`src/rtl/branch_predictor_if.sv`:
```
// Lookup / prediction / update / statistics bundle between the core pipeline and branch_predictor.
interface branch_predictor_if #(
    parameter int unsigned PC_WIDTH = 32,
    parameter int unsigned IDX_W    = 6
);
    logic                ready;
    logic                lookup_valid;
    logic [PC_WIDTH-1:0] lookup_pc;
    logic                pred_valid;
    logic                pred_taken;
    logic [IDX_W-1:0]    pred_idx;
    logic                upd_valid;
    logic [IDX_W-1:0]    upd_idx;
    logic                upd_taken;
    logic                upd_pred_taken;
    logic                mispredict;
    logic [31:0]         branch_count;
    logic [31:0]         mispred_count;

    modport master (
        output lookup_valid, lookup_pc, upd_valid, upd_idx, upd_taken, upd_pred_taken,
        input  ready, pred_valid, pred_taken, pred_idx, mispredict, branch_count, mispred_count
    );

    modport slave (
        input  lookup_valid, lookup_pc, upd_valid, upd_idx, upd_taken, upd_pred_taken,
        output ready, pred_valid, pred_taken, pred_idx, mispredict, branch_count, mispred_count
    );
endinterface

```
`src/rtl/branch_predictor.sv`:
```
// Dynamic branch predictor: table of saturating counters, initialised after reset, trained from EX.
// Optional gshare indexing (global history XOR PC bits) is enabled by defining BP_GSHARE_EN.
module branch_predictor #(
    parameter int unsigned PC_WIDTH   = 32,
    parameter int unsigned ENTRIES    = 64,
    parameter int unsigned CNT_WIDTH  = 2,
    parameter int unsigned HIST_WIDTH = 6
) (
    input  logic               clk,
    input  logic               reset,
    branch_predictor_if.slave  bp
);
    localparam int unsigned IDX_W = $clog2(ENTRIES);
    localparam logic [CNT_WIDTH-1:0] CNT_MAX = '1;
    localparam logic [CNT_WIDTH-1:0] CNT_WNT = CNT_WIDTH'((1 << (CNT_WIDTH - 1)) - 1);

    typedef enum logic {S_INIT, S_RUN} state_e;

    state_e               state_q, state_d;
    logic [IDX_W-1:0]     ptr_q, ptr_d;
    logic                 ready_q, ready_d;
    logic                 pred_valid_q, pred_valid_d;
    logic                 pred_taken_q, pred_taken_d;
    logic [IDX_W-1:0]     pred_idx_q, pred_idx_d;
    logic                 mispredict_q, mispredict_d;
    logic [31:0]          branch_count_q, branch_count_d;
    logic [31:0]          mispred_count_q, mispred_count_d;

    logic [CNT_WIDTH-1:0] table_q [ENTRIES];
    logic                 tbl_we_c;
    logic [IDX_W-1:0]     tbl_waddr_c;
    logic [CNT_WIDTH-1:0] tbl_wdata_c;
    logic [CNT_WIDTH-1:0] upd_cnt_c;
    logic [IDX_W-1:0]     lookup_idx_c;
    logic                 run_upd_c;
    logic                 pc_bits_unused_c;

    assign run_upd_c        = (state_q == S_RUN) && bp.upd_valid;
    assign pc_bits_unused_c = ^{bp.lookup_pc[PC_WIDTH-1:IDX_W+2], bp.lookup_pc[1:0]};

`ifdef BP_GSHARE_EN
    logic [HIST_WIDTH-1:0] ghr_q, ghr_d;

    // History shifts in each resolved outcome once the table is live.
    always_comb begin
        ghr_d = ghr_q;
        if (run_upd_c) begin
            ghr_d = HIST_WIDTH'({ghr_q, bp.upd_taken});
        end
    end

    always_ff @(posedge clk or negedge reset) begin
        if (!reset) begin
            ghr_q <= '0;
        end else begin
            ghr_q <= ghr_d;
        end
    end

    assign lookup_idx_c = bp.lookup_pc[IDX_W+1:2] ^ IDX_W'(ghr_q);
`else
    localparam int unsigned HIST_W_UNUSED = HIST_WIDTH;
    assign lookup_idx_c = bp.lookup_pc[IDX_W+1:2];
`endif

    // Next state, table write port, prediction and statistics.
    always_comb begin
        state_d         = state_q;
        ptr_d           = ptr_q;
        pred_valid_d    = bp.lookup_valid;
        pred_taken_d    = pred_taken_q;
        pred_idx_d      = pred_idx_q;
        mispredict_d    = 1'b0;
        branch_count_d  = branch_count_q;
        mispred_count_d = mispred_count_q;
        tbl_we_c        = 1'b0;
        tbl_waddr_c     = ptr_q;
        tbl_wdata_c     = CNT_WNT;
        upd_cnt_c       = table_q[bp.upd_idx];

        case (state_q)
            S_INIT: begin
                tbl_we_c = 1'b1;
                ptr_d    = ptr_q + IDX_W'(1);
                if (ptr_q == IDX_W'(ENTRIES - 1)) begin
                    state_d = S_RUN;
                end
            end
            S_RUN: begin
                if (bp.upd_valid) begin
                    tbl_we_c    = 1'b1;
                    tbl_waddr_c = bp.upd_idx;
                    if (bp.upd_taken) begin
                        tbl_wdata_c = (upd_cnt_c == CNT_MAX) ? upd_cnt_c : upd_cnt_c + CNT_WIDTH'(1);
                    end else begin
                        tbl_wdata_c = (upd_cnt_c == '0) ? upd_cnt_c : upd_cnt_c - CNT_WIDTH'(1);
                    end
                end
            end
            default: state_d = S_INIT;
        endcase

        ready_d = (state_d == S_RUN);

        // Reads use the pre-write table contents, so a same-cycle update is seen next lookup.
        if (bp.lookup_valid) begin
            pred_idx_d   = lookup_idx_c;
            pred_taken_d = (state_q == S_RUN) && table_q[lookup_idx_c][CNT_WIDTH-1];
        end

        if (run_upd_c) begin
            mispredict_d = bp.upd_taken ^ bp.upd_pred_taken;
            if (branch_count_q != 32'hFFFF_FFFF) begin
                branch_count_d = branch_count_q + 32'd1;
            end
            if (mispredict_d && (mispred_count_q != 32'hFFFF_FFFF)) begin
                mispred_count_d = mispred_count_q + 32'd1;
            end
        end
    end

    always_ff @(posedge clk or negedge reset) begin
        if (!reset) begin
            state_q         <= S_INIT;
            ptr_q           <= '0;
            ready_q         <= 1'b0;
            pred_valid_q    <= 1'b0;
            pred_taken_q    <= 1'b0;
            pred_idx_q      <= '0;
            mispredict_q    <= 1'b0;
            branch_count_q  <= '0;
            mispred_count_q <= '0;
        end else begin
            state_q         <= state_d;
            ptr_q           <= ptr_d;
            ready_q         <= ready_d;
            pred_valid_q    <= pred_valid_d;
            pred_taken_q    <= pred_taken_d;
            pred_idx_q      <= pred_idx_d;
            mispredict_q    <= mispredict_d;
            branch_count_q  <= branch_count_d;
            mispred_count_q <= mispred_count_d;
        end
    end

    // Counter storage is not reset; the INIT sweep defines its contents.
    always_ff @(posedge clk) begin
        if (tbl_we_c) begin
            table_q[tbl_waddr_c] <= tbl_wdata_c;
        end
    end

    assign bp.ready         = ready_q;
    assign bp.pred_valid    = pred_valid_q;
    assign bp.pred_taken    = pred_taken_q;
    assign bp.pred_idx      = pred_idx_q;
    assign bp.mispredict    = mispredict_q;
    assign bp.branch_count  = branch_count_q;
    assign bp.mispred_count = mispred_count_q;

endmodule

```
`src/flat_wrapper.sv`:
```
// flat-port wrapper written by rule: the top's interface ports become plain ports
module branch_predictor_flat 
#(
    parameter int unsigned PC_WIDTH   = 32,
    parameter int unsigned ENTRIES    = 64,
    parameter int unsigned CNT_WIDTH  = 2,
    parameter int unsigned HIST_WIDTH = 6
)
  (clk, reset, bp_lookup_valid, bp_lookup_pc, bp_upd_valid, bp_upd_idx, bp_upd_taken, bp_upd_pred_taken, bp_ready, bp_pred_valid, bp_pred_taken, bp_pred_idx, bp_mispredict, bp_branch_count, bp_mispred_count);
  branch_predictor_if #(.PC_WIDTH(PC_WIDTH), .IDX_W((6))) bp_i ();
  input  logic clk;
  input  logic reset;
  input wire logic [$bits(bp_i.lookup_valid)-1:0] bp_lookup_valid;
  input wire logic [$bits(bp_i.lookup_pc)-1:0] bp_lookup_pc;
  input wire logic [$bits(bp_i.upd_valid)-1:0] bp_upd_valid;
  input wire logic [$bits(bp_i.upd_idx)-1:0] bp_upd_idx;
  input wire logic [$bits(bp_i.upd_taken)-1:0] bp_upd_taken;
  input wire logic [$bits(bp_i.upd_pred_taken)-1:0] bp_upd_pred_taken;
  output wire logic [$bits(bp_i.ready)-1:0] bp_ready;
  output wire logic [$bits(bp_i.pred_valid)-1:0] bp_pred_valid;
  output wire logic [$bits(bp_i.pred_taken)-1:0] bp_pred_taken;
  output wire logic [$bits(bp_i.pred_idx)-1:0] bp_pred_idx;
  output wire logic [$bits(bp_i.mispredict)-1:0] bp_mispredict;
  output wire logic [$bits(bp_i.branch_count)-1:0] bp_branch_count;
  output wire logic [$bits(bp_i.mispred_count)-1:0] bp_mispred_count;
  assign bp_i.lookup_valid = bp_lookup_valid;
  assign bp_i.lookup_pc = bp_lookup_pc;
  assign bp_i.upd_valid = bp_upd_valid;
  assign bp_i.upd_idx = bp_upd_idx;
  assign bp_i.upd_taken = bp_upd_taken;
  assign bp_i.upd_pred_taken = bp_upd_pred_taken;
  assign bp_ready = bp_i.ready;
  assign bp_pred_valid = bp_i.pred_valid;
  assign bp_pred_taken = bp_i.pred_taken;
  assign bp_pred_idx = bp_i.pred_idx;
  assign bp_mispredict = bp_i.mispredict;
  assign bp_branch_count = bp_i.branch_count;
  assign bp_mispred_count = bp_i.mispred_count;
  branch_predictor #(.PC_WIDTH(PC_WIDTH), .ENTRIES(ENTRIES), .CNT_WIDTH(CNT_WIDTH), .HIST_WIDTH(HIST_WIDTH)) u_core (.clk(clk), .reset(reset), .bp(bp_i));
endmodule
```
`config.mk`:
```
export PLATFORM = sky130hd
export DESIGN_NAME = branch_predictor_flat
export DESIGN_NICKNAME = d
export VERILOG_FILES = /design/src/rtl/branch_predictor_if.sv /design/src/rtl/branch_predictor.sv /design/src/flat_wrapper.sv
export SDC_FILE = /design/constraint.sdc
export NUM_CORES = 1
export LEC_CHECK = 0
export CAP_MARGIN = 15
export CORE_ASPECT_RATIO = 0.75
export CORE_MARGIN = 5
export CORE_UTILIZATION = 45
export DETAILED_ROUTE_END_ITERATION = 7
export HOLD_SLACK_MARGIN = 0.1
export MAX_ROUTING_LAYER = met4
export PLACE_DENSITY_LB_ADDON = 0.25
export SKIP_LAST_GASP = 1
export SLEW_MARGIN = 20
export SYNTH_ARGS = -nofsm -noshare
export SYNTH_HDL_FRONTEND = slang
export SYNTH_SLANG_ARGS = --single-unit
```
`constraint.sdc`:
```
create_clock -name clk -period 4.5 [get_ports clk]
set_input_delay 1.35 -clock clk [delete_from_list [all_inputs] [get_ports clk]]
set_output_delay 1.35 -clock clk [all_outputs]
set_load 0.02 [all_outputs]
```
After elaboration in Yosys (flattened, before gate mapping)

Memories as Yosys holds them, arrays and structs flattened.
Index checks and enable logic that the tools add are counted.

Reduce and logical (&&, ||, !) cells: 6
Eq/ne operators: 4
Muxes and demuxes: 14
$add $sub $neg: 5
Bitwise operators: 2

Operators with widths:

| kind                  | number |
|---|---|
| $add 32x1->32 const B | 2 |
| $ne 32x32->1 const B  | 2 |
| $mux 6                | 2 |
| $mux 2                | 5 |
| $add 6x1->6 const B   | 1 |
| $eq 6x6->1 const B    | 1 |
| $mux 1                | 6 |
| $reduce_and 2->1      | 2 |
| $logic_and 1x1->1     | 3 |
| $add 2x1->2 const B   | 1 |
| $eq 2x2->1 const B    | 1 |
| $logic_not 2->1       | 1 |
| $pmux 1 s2            | 1 |
| $sub 2x1->2 const B   | 1 |
| $not 1->1             | 1 |
| $xor 1x1->1           | 1 |

Logic and storage cells: 40
Memories: 1
Bits in registers: 80
Memory bits (writable): 128
Output and inout port bits: 74

Memory list:

| memory         | depth | bits a word | read ports | clocked after Yosys merged registers in | write ports | line                   | source |
|---|---|---|---|---|---|---|---|
| u_core.table_q | 64    | 2           | 2          | 0                                       | 1           | branch_predictor.sv:29 | `logic [CNT_WIDTH-1:0] table_q [ENTRIES];` |

Depth between registers and ports, before layout

Gate-level depths: netlist of the first run.
An unclocked memory read counts as a cell.

Depth in word-level cells: 6
Mapped depth: 10
Depth with buffers taken out: 8

Worst setup path after synthesis of the first run

No wires, ideal clock.

Kind: input-to-reg
Start: input bp_upd_idx[1]
End: memory u_core.table_q[0][1], data pin
Buffers on the path: 3
Data required time: 3.952 ns
Slack: -0.607 ns
Library setup time: 0.548 ns
Cell stages on the path: 9
Arrival time: 4.559 ns
Cells stage by stage: buf_2 buf_2 buf_2 mux2i_1 a221oi_1 o221ai_1 a31oi_1 o21ai_0 a21oi_1

Longest elaborated chain between the ends: 6
Elaborated cells between the ends (all ways): 10
Those cells by class: 2 x add/sub; 1 x eq/ne; 5 x mux; 1 x reduce/logical; 1 x memory

Ends and longest elaborated chain:

| item                                      | line                                           | source |
|---|---|---|
| start: declaration                        | flat_wrapper.sv:16                             | `input wire logic [$bits(bp_i.upd_idx)-1:0] bp_upd_idx;` |
| $mem_v2 64x2 *                            | -                                              |  |
| $sub 2x1->2, or another cell as far along | branch_predictor.sv:96                         | `tbl_wdata_c = (upd_cnt_c == '0) ? upd_cnt_c : upd_cnt_c - CNT_WIDTH'(1);` |
| $mux 2 (on tied branches)                 | branch_predictor.sv:96, branch_predictor.sv:94 |  |
| $mux 2 *                                  | branch_predictor.sv:93                         | `if (bp.upd_taken) begin` |
| $mux 2 *                                  | branch_predictor.sv:90                         | `if (bp.upd_valid) begin` |
| $mux 2 *                                  | branch_predictor.sv:81                         | `case (state_q)` |
| net u_core.tbl_wdata_c[1]                 | branch_predictor.sv:32                         | `logic [CNT_WIDTH-1:0] tbl_wdata_c;` |
| end: declaration                          | branch_predictor.sv:29                         |  |

Mark *: on every way through the listed nets, which the timed path passes. The rest lies on a longest branch.

Worst setup path after layout of the first run

Start: input bp_upd_idx[0]
End: memory u_core.table_q[16][1], data pin

The elaborated chain is that of the path after synthesis.

==> results of run 1 <==
-- per-stage QoR --
stage	instance area, um2	setup slack [ns]	std cells	util
floorplan	9630	0.256	714	-
global placement	10900	0.165	1082	0.519
detailed placement	10900	0.0826	1082	0.519
CTS	11700	0.602	1122	0.553
global route	11700	0.460	1122	0.554
finish	11700	0.616	1122	0.554
-- critical path, delay by kind of cell --
family                 cells  cell delay, ns
buffers and inverters      2            0.69
muxes                      2            0.94
AOI/OAI and AO/OA          5            1.11
-- power breakdown --
group          leakage [nW]  switching (mW)  total (mW)  internal (mW)
Combinational          1.58          0.0880       0.153         0.0646
Sequential             1.97         0.00298        2.02           2.02
Clock                 0.355           0.709        1.81           1.10
Total                  3.90           0.800        3.98           3.18
-- kinds of logic (layout without fill, tap and decap cells) --
group	count (synthesis)	in the layout	synth area share
compound gates	52	52	0.0380
buf+inv	39	159	0.0191
mux	76	76	0.136
fa+ha+maj	4	4	0.00507
flops	208	208	0.608
xor+xnor	68	68	0.0619
simple gates	267	267	0.133
-- worst max path at each step --
stage,from,end,slack (ns),cells past startpoint
6_report,bp_upd_idx[0],u_core.table_q[16][1],0.62,9
5_1_grt,bp_upd_idx[0],u_core.table_q[16][1],0.46,9
4_1_cts,bp_upd_idx[0],u_core.table_q[17][1],0.60,9
3_5_place_dp,bp_upd_idx[0],u_core.table_q[17][1],0.08,9
3_3_place_gp,bp_upd_idx[0],u_core.table_q[16][1],0.16,9
2_1_floorplan,bp_upd_idx[1],u_core.table_q[0][1],0.26,9
-- layer usage --
layer | vias to the layer above | part of all wire | global-route usage
li1 | 2887 | - | -
met5 | - | 0 | -
met4 | 0 | 0.023 | 0.0486
met3 | 49 | 0.067 | 0.0362
met1 | 3270 | 0.45 | 0.277
met2 | 227 | 0.46 | 0.292
-- state kept, by name (all words and copies together) (netlist names) --
register                 flops
u_core.bp.pred_taken         1
u_core.ptr_q                 6
u_core.bp.mispredict         1
u_core.state_q               1
u_core.bp.branch_count      32
u_core.bp.pred_valid         1
u_core.bp.pred_idx           6
u_core.bp.mispred_count     32
u_core.table_q             128
-- layout make-up --
cell class                      count  area, um2  share of cell area
Clock buffer                       28        594              0.0510
Clock inverter                     12        129              0.0111
Inverter                           12       45.0             0.00386
Multi-Input combinational cell    467       3600               0.309
Sequential cell                   208       5850               0.501
Tap cell                          288        360              0.0309
Timing Repair Buffer              107       1080              0.0930
-- Yosys cell counts, types with 13 or more instances --
master | n | area, um2
dfrtp_1 | 80 | 2000
nand2_1 | 55 | 206
xnor2_1 | 44 | 385
clkbuf_1 | 13 | 48.8
nor3_1 | 13 | 65.1
nand3_1 | 36 | 180
xor2_1 | 24 | 210
edfxtp_1 | 128 | 3840
mux4_2 | 37 | 833
mux2_2 | 28 | 315
nor2_1 | 94 | 353
and3_1 | 17 | 106
==> run_results.csv, run 1 <==
group,metric,value,unit
clock_tree,cts_root_buf,"clkbuf_16",
min_path,hold_path_class,"reg -> reg",
die,ios,118,
worst_setup_path,cp_max_fo,24,
worst_setup_path,cp_slowest_cell,"mux4_1",
logic_synthesis,syn_inst,714,
global_routing,grt_max_degree,81,
global_routing,grtUsageTotal,0.194,
cells_and_area,nNetsFinal,865,
cells_and_area,layout_commonest_cell,"edfxtp_1",
worst_setup_path,required,4.73,ns
sta,fmax,0.257,GHz
clock_tree,cts_tree,"done",
clock_tree,numCtsBuffers,22,
worst_setup_path,crit_arrival,4.11,ns
clock_tree,clk_pin_slew,0.06,ns
clock_tree,clock_latency,0.50,ns
worst_setup_path,rrSetupSlack,1.67,ns
placed_design,dp_hpwl,16.3,mm
status,status,"finished clean",
logic_synthesis,async_reset_ff_frac,0.385,
sta,skew,0.0157,ns
detailed_routing,vias,6433,
sta,slew_viol_final,0,
sta,min_period,3.88,ns
die,num_rows,46,
clock_tree,cts_buffer_depth,3,
logic_synthesis,syn_avg_cell_area,13.5,um2
worst_setup_path,r2r-start,"u_core.table_q[27][1]",
clock_tree,cts_sinks,208,
cells_and_area,drive_gt1_frac,0.141,
global_routing,overflow,0,
sta,rsz0062_at_grt,"false",
detailed_routing,first_iter_violations,678,
die,start_util,0.457,
min_path,whs_path_depth,1,
placed_design,gp_congestion,0.972,
worst_setup_path,endpoint_kind,"flop",
power,p_per_area,342,nW/um2
detailed_routing,drt-pass1-iter-count,5,
global_routing,grt_pass1_vias,6368,
cells_and_area,area_growth,21.2,%
logic_synthesis,ys_types,54,
power,power.leakage,3.90,nW
sta,post-route-period-util,0.863,
clock_tree,cts.htree.levels,1,
logic_synthesis,synth_area,9620,um2
logic_synthesis,yosys_most_used_dff,"edfxtp_1",
min_path,min-delay-start,"u_core.bp.mispred_count[28]",
die,coreArea,21100,um2
power,vdd_drop_max,0.000221,V
clock_tree,cts-resized-gates,0,
sta,finalHoldViolations,0,
min_path,hold_path_end,"u_core.bp.mispred_count[28]",
worst_setup_path,critPathMaxStageDelay,0.64,ns
run,cap_violations,0,
die,die_width,179,um
power,power,3.98,mW
sta,slew_headroom,0.459,
die,die_area,24400,um2
detailed_routing,drc,0,
clock_tree,cts_setup_buffers,0,
clock_tree,holdBufCountCts,0,
logic_synthesis,syn_nets,761,
sta,finalSetupViolations,0,
logic_synthesis,ys_warn_count,0,
worst_setup_path,r2r_end,"u_core.table_q[16][1]",
detailed_routing,wl_per_cell,20.9,um
global_routing,antenna_found_initial,0,
detailed_routing,antenna_left,0,
sta,setup_tns,0,ns
detailed_routing,drt_wl_total,23.5,mm
worst_setup_path,cp_cell_sequence,"buf_2 > mux4_1 > mux2_2 > o221a_1 > a311oi_1 > a31oi_1 > o21ai_0 > a21oi_4 > buf_4",
logic_synthesis,synth_edf_count,128,
global_routing,grt_pass1_wl,35.9,mm
cells_and_area,fillCellCount,1750,
worst_setup_path,reg2reg_depth,8,
worst_setup_path,cp-start-kind,"primary input",
logic_synthesis,yosysSeqAreaShare,0.608,
detailed_routing,viasPerCell,5.73,
worst_setup_path,path_class,"in -> reg",
cells_and_area,layout_common_cells,"edfxtp_1, nor2_1, clkdlybuf4s50_1",
cells_and_area,n_antenna_cell,0,
placed_design,io_buffers,91,
sta,worst_hold_slack,0.488,ns
die,fp.dieH,137,um
sta,worst_pin_slew,0.804,ns
logic_synthesis,ys_ff_latch,208,
No activity file was read; power rests on OpenSTA's default activity.
==> inputs of run 2 (changes only) <==
CTS_CLUSTER_SIZE = 10   (was default)
clock period = 3.7 ns   (was 4.5 ns; I/O delays follow)
==> run_results.csv, run 2 (synthesis results as in run 1) <==
group,metric,value,unit
status,status,"finished clean",
cells_and_area,ff_latch_area,5850,um2
sta,slew_headroom,0.520,
clock_tree,cts_buffer_depth,3,
global_routing,grt_busiest_layer,"met2",
worst_setup_path,cp_cell_sequence,"buf_2 > buf_4 > mux4_2 > a211o_1 > a311oi_1 > a31oi_1 > maj3_2 > nand2_2 > buf_4",
cells_and_area,layout_commonest_cell,"edfxtp_1",
global_routing,met2_usage,0.309,
worst_setup_path,path_buf_inv,3,
cells_and_area,nNetsFinal,887,
detailed_routing,drt-pass1-iter-count,5,
cells_and_area,drive_gt1_frac,0.157,
power,vdd_drop_max,0.000218,V
clock_tree,cts_setup_buffers,0,
sta,setup_ws,0.121,ns
cells_and_area,multi_input_area,3610,um2
cells_and_area,area_growth,23.1,%
clock_tree,holdBufCountCts,0,
detailed_routing,vias,6579,
power,power.leakage,3.98,nW
worst_setup_path,critPathTopFamily,"buffers and inverters",
sta,slew_viol_final,0,
sta,worst_hold_slack,0.489,ns
clock_tree,cts.htree.levels,1,
cells_and_area,final_util,0.562,
worst_setup_path,endpoint_kind,"flop",
global_routing,use_met1,0.293,
global_routing,grt_max_degree,81,
power,clockPowerShare,0.438,
detailed_routing,antenna_left,0,
clock_tree,clock_latency,0.51,ns
sta,rsz0062_at_grt,"false",
die,ios,118,
power,p_per_area,400,nW/um2
sta,worst_pin_slew,0.715,ns
detailed_routing,drc,0,
cells_and_area,fillCellCount,1744,
sta,post-route-period-util,0.967,
die,num_rows,46,
die,die_width,179,um
placed_design,io_buffers,91,
placed_design,gp_congestion,0.977,
clock_tree,cts_sinks,208,
worst_setup_path,path_class,"in -> reg",
power,netSwitchingFraction,0.207,
detailed_routing,drt_wl_total,24.3,mm
global_routing,grt_pass1_vias,6497,
placed_design,dp_hpwl,17.0,mm
sta,finalSetupViolations,0,
power,p_switching,0.979,mW
cells_and_area,layout_common_cells,"edfxtp_1, nor2_1, clkdlybuf4s50_1",
global_routing,grt_pass1_wl,37.6,mm
clock_tree,numCtsBuffers,24,
min_path,hold_path_class,"reg -> reg",
clock_tree,clk_pin_slew,0.05,ns
power,seqPwrFrac,0.519,
cells_and_area,largest_register,"u_core.table_q",
die,start_util,0.457,
die,fp.dieH,137,um
clock_tree,cts_root_buf,"clkbuf_16",
worst_setup_path,cp_max_fo,16,
clock_tree,cts_tree,"done",
clock_tree,cts-resized-gates,0,
global_routing,grtUsageTotal,0.205,
detailed_routing,viasPerCell,5.74,
sta,skew,0.0144,ns
die,die_area,24400,um2
detailed_routing,wl_per_cell,21.2,um
global_routing,antenna_found_initial,2,
run,cap_violations,0,
sta,min_period,3.58,ns
power,intPower,3.76,mW
power,combPwrFrac,0.043,
placed_design,pre_cts_slack,-0.366,ns
sta,fmax,0.279,GHz
global_routing,use_met3,0.0434,
global_routing,overflow,0,
cells_and_area,largest_register_ffs,128,
worst_setup_path,cp-start-kind,"primary input",
sta,finalHoldViolations,0,
worst_setup_path,critPathMaxStageDelay,0.53,ns
worst_setup_path,required,4.04,ns
die,coreArea,21100,um2
worst_setup_path,crit_arrival,3.92,ns
worst_setup_path,cp_slowest_cell,"mux4_2",
detailed_routing,first_iter_violations,720,
worst_setup_path,crit_top_cell,"buf_4",
## run 2: worst reg2reg max path, stage by stage, from the launching register on
cell	delay [ns]
edfxtp_1	0.36
mux4_1	0.55
nor2b_1	0.16
a211o_1	0.31
a311oi_1	0.31
a31oi_1	0.14
maj3_2	0.37
nand2_2	0.14
buf_4	0.23
## run 2: layout make-up
type | instances | share of cell area
repair buffers | 127 | 0.110
well taps | 288 | 0.0304
clock buffers | 41 | 0.0561
inverters | 12 | 0.00380
multi-input cells | 467 | 0.305
flip-flops and latches | 208 | 0.494
diodes | 2 | 0.000423
clock inverters | 1 | 0.00137
## run 2: power by group through the flow
| stage | registers (mW) | clock network [mW] | logic (mW) |
|---|---|---|---|
| floorplan | 2.51 | 0 | 0.0913 |
| global placement | 2.50 | 0 | 0.200 |
| detailed placement | 2.50 | 0 | 0.203 |
| CTS | 2.46 | 2.12 | 0.204 |
| global route | 2.46 | 2.23 | 0.217 |
| finish | 2.46 | 2.08 | 0.203 |
## run 2: final timing paths
kind / start / depth (start not counted) / end / slack (ns)
worst min register to register: u_core.bp.mispred_count[30] / 1 / u_core.bp.mispred_count[30] / 0.49
worst max-delay path: bp_upd_idx[0] / 9 / u_core.table_q[47][0] / 0.12
worst min-delay path: u_core.bp.mispred_count[30] / 1 / u_core.bp.mispred_count[30] / 0.49
min in group asynchronous: reset / 1 / u_core.bp.mispred_count[20] / 0.64
worst max register to register: u_core.table_q[33][0] / 8 / u_core.table_q[47][0] / 0.97
max in group asynchronous: reset / 1 / u_core.bp.branch_count[15] / 2.56
## run 2: per-stage QoR
step	std cells	instance area, um2	power [mW]	setup TNS [ns]
6_report	1146	11800	4.74	0
5_1_grt	1146	11800	4.90	0
4_1_cts	1144	11800	4.78	0
3_5_place_dp	1102	11200	2.71	-44.82
3_3_place_gp	1102	11200	2.70	-34.85
2_1_floorplan	714	9640	2.60	0
## run 2: routing by layer
layer  vias up  wire (um)
li1       2928          -
met1      3361      10800
met2       258      11300
met3        32       1740
met4         0        393
met5         -          0
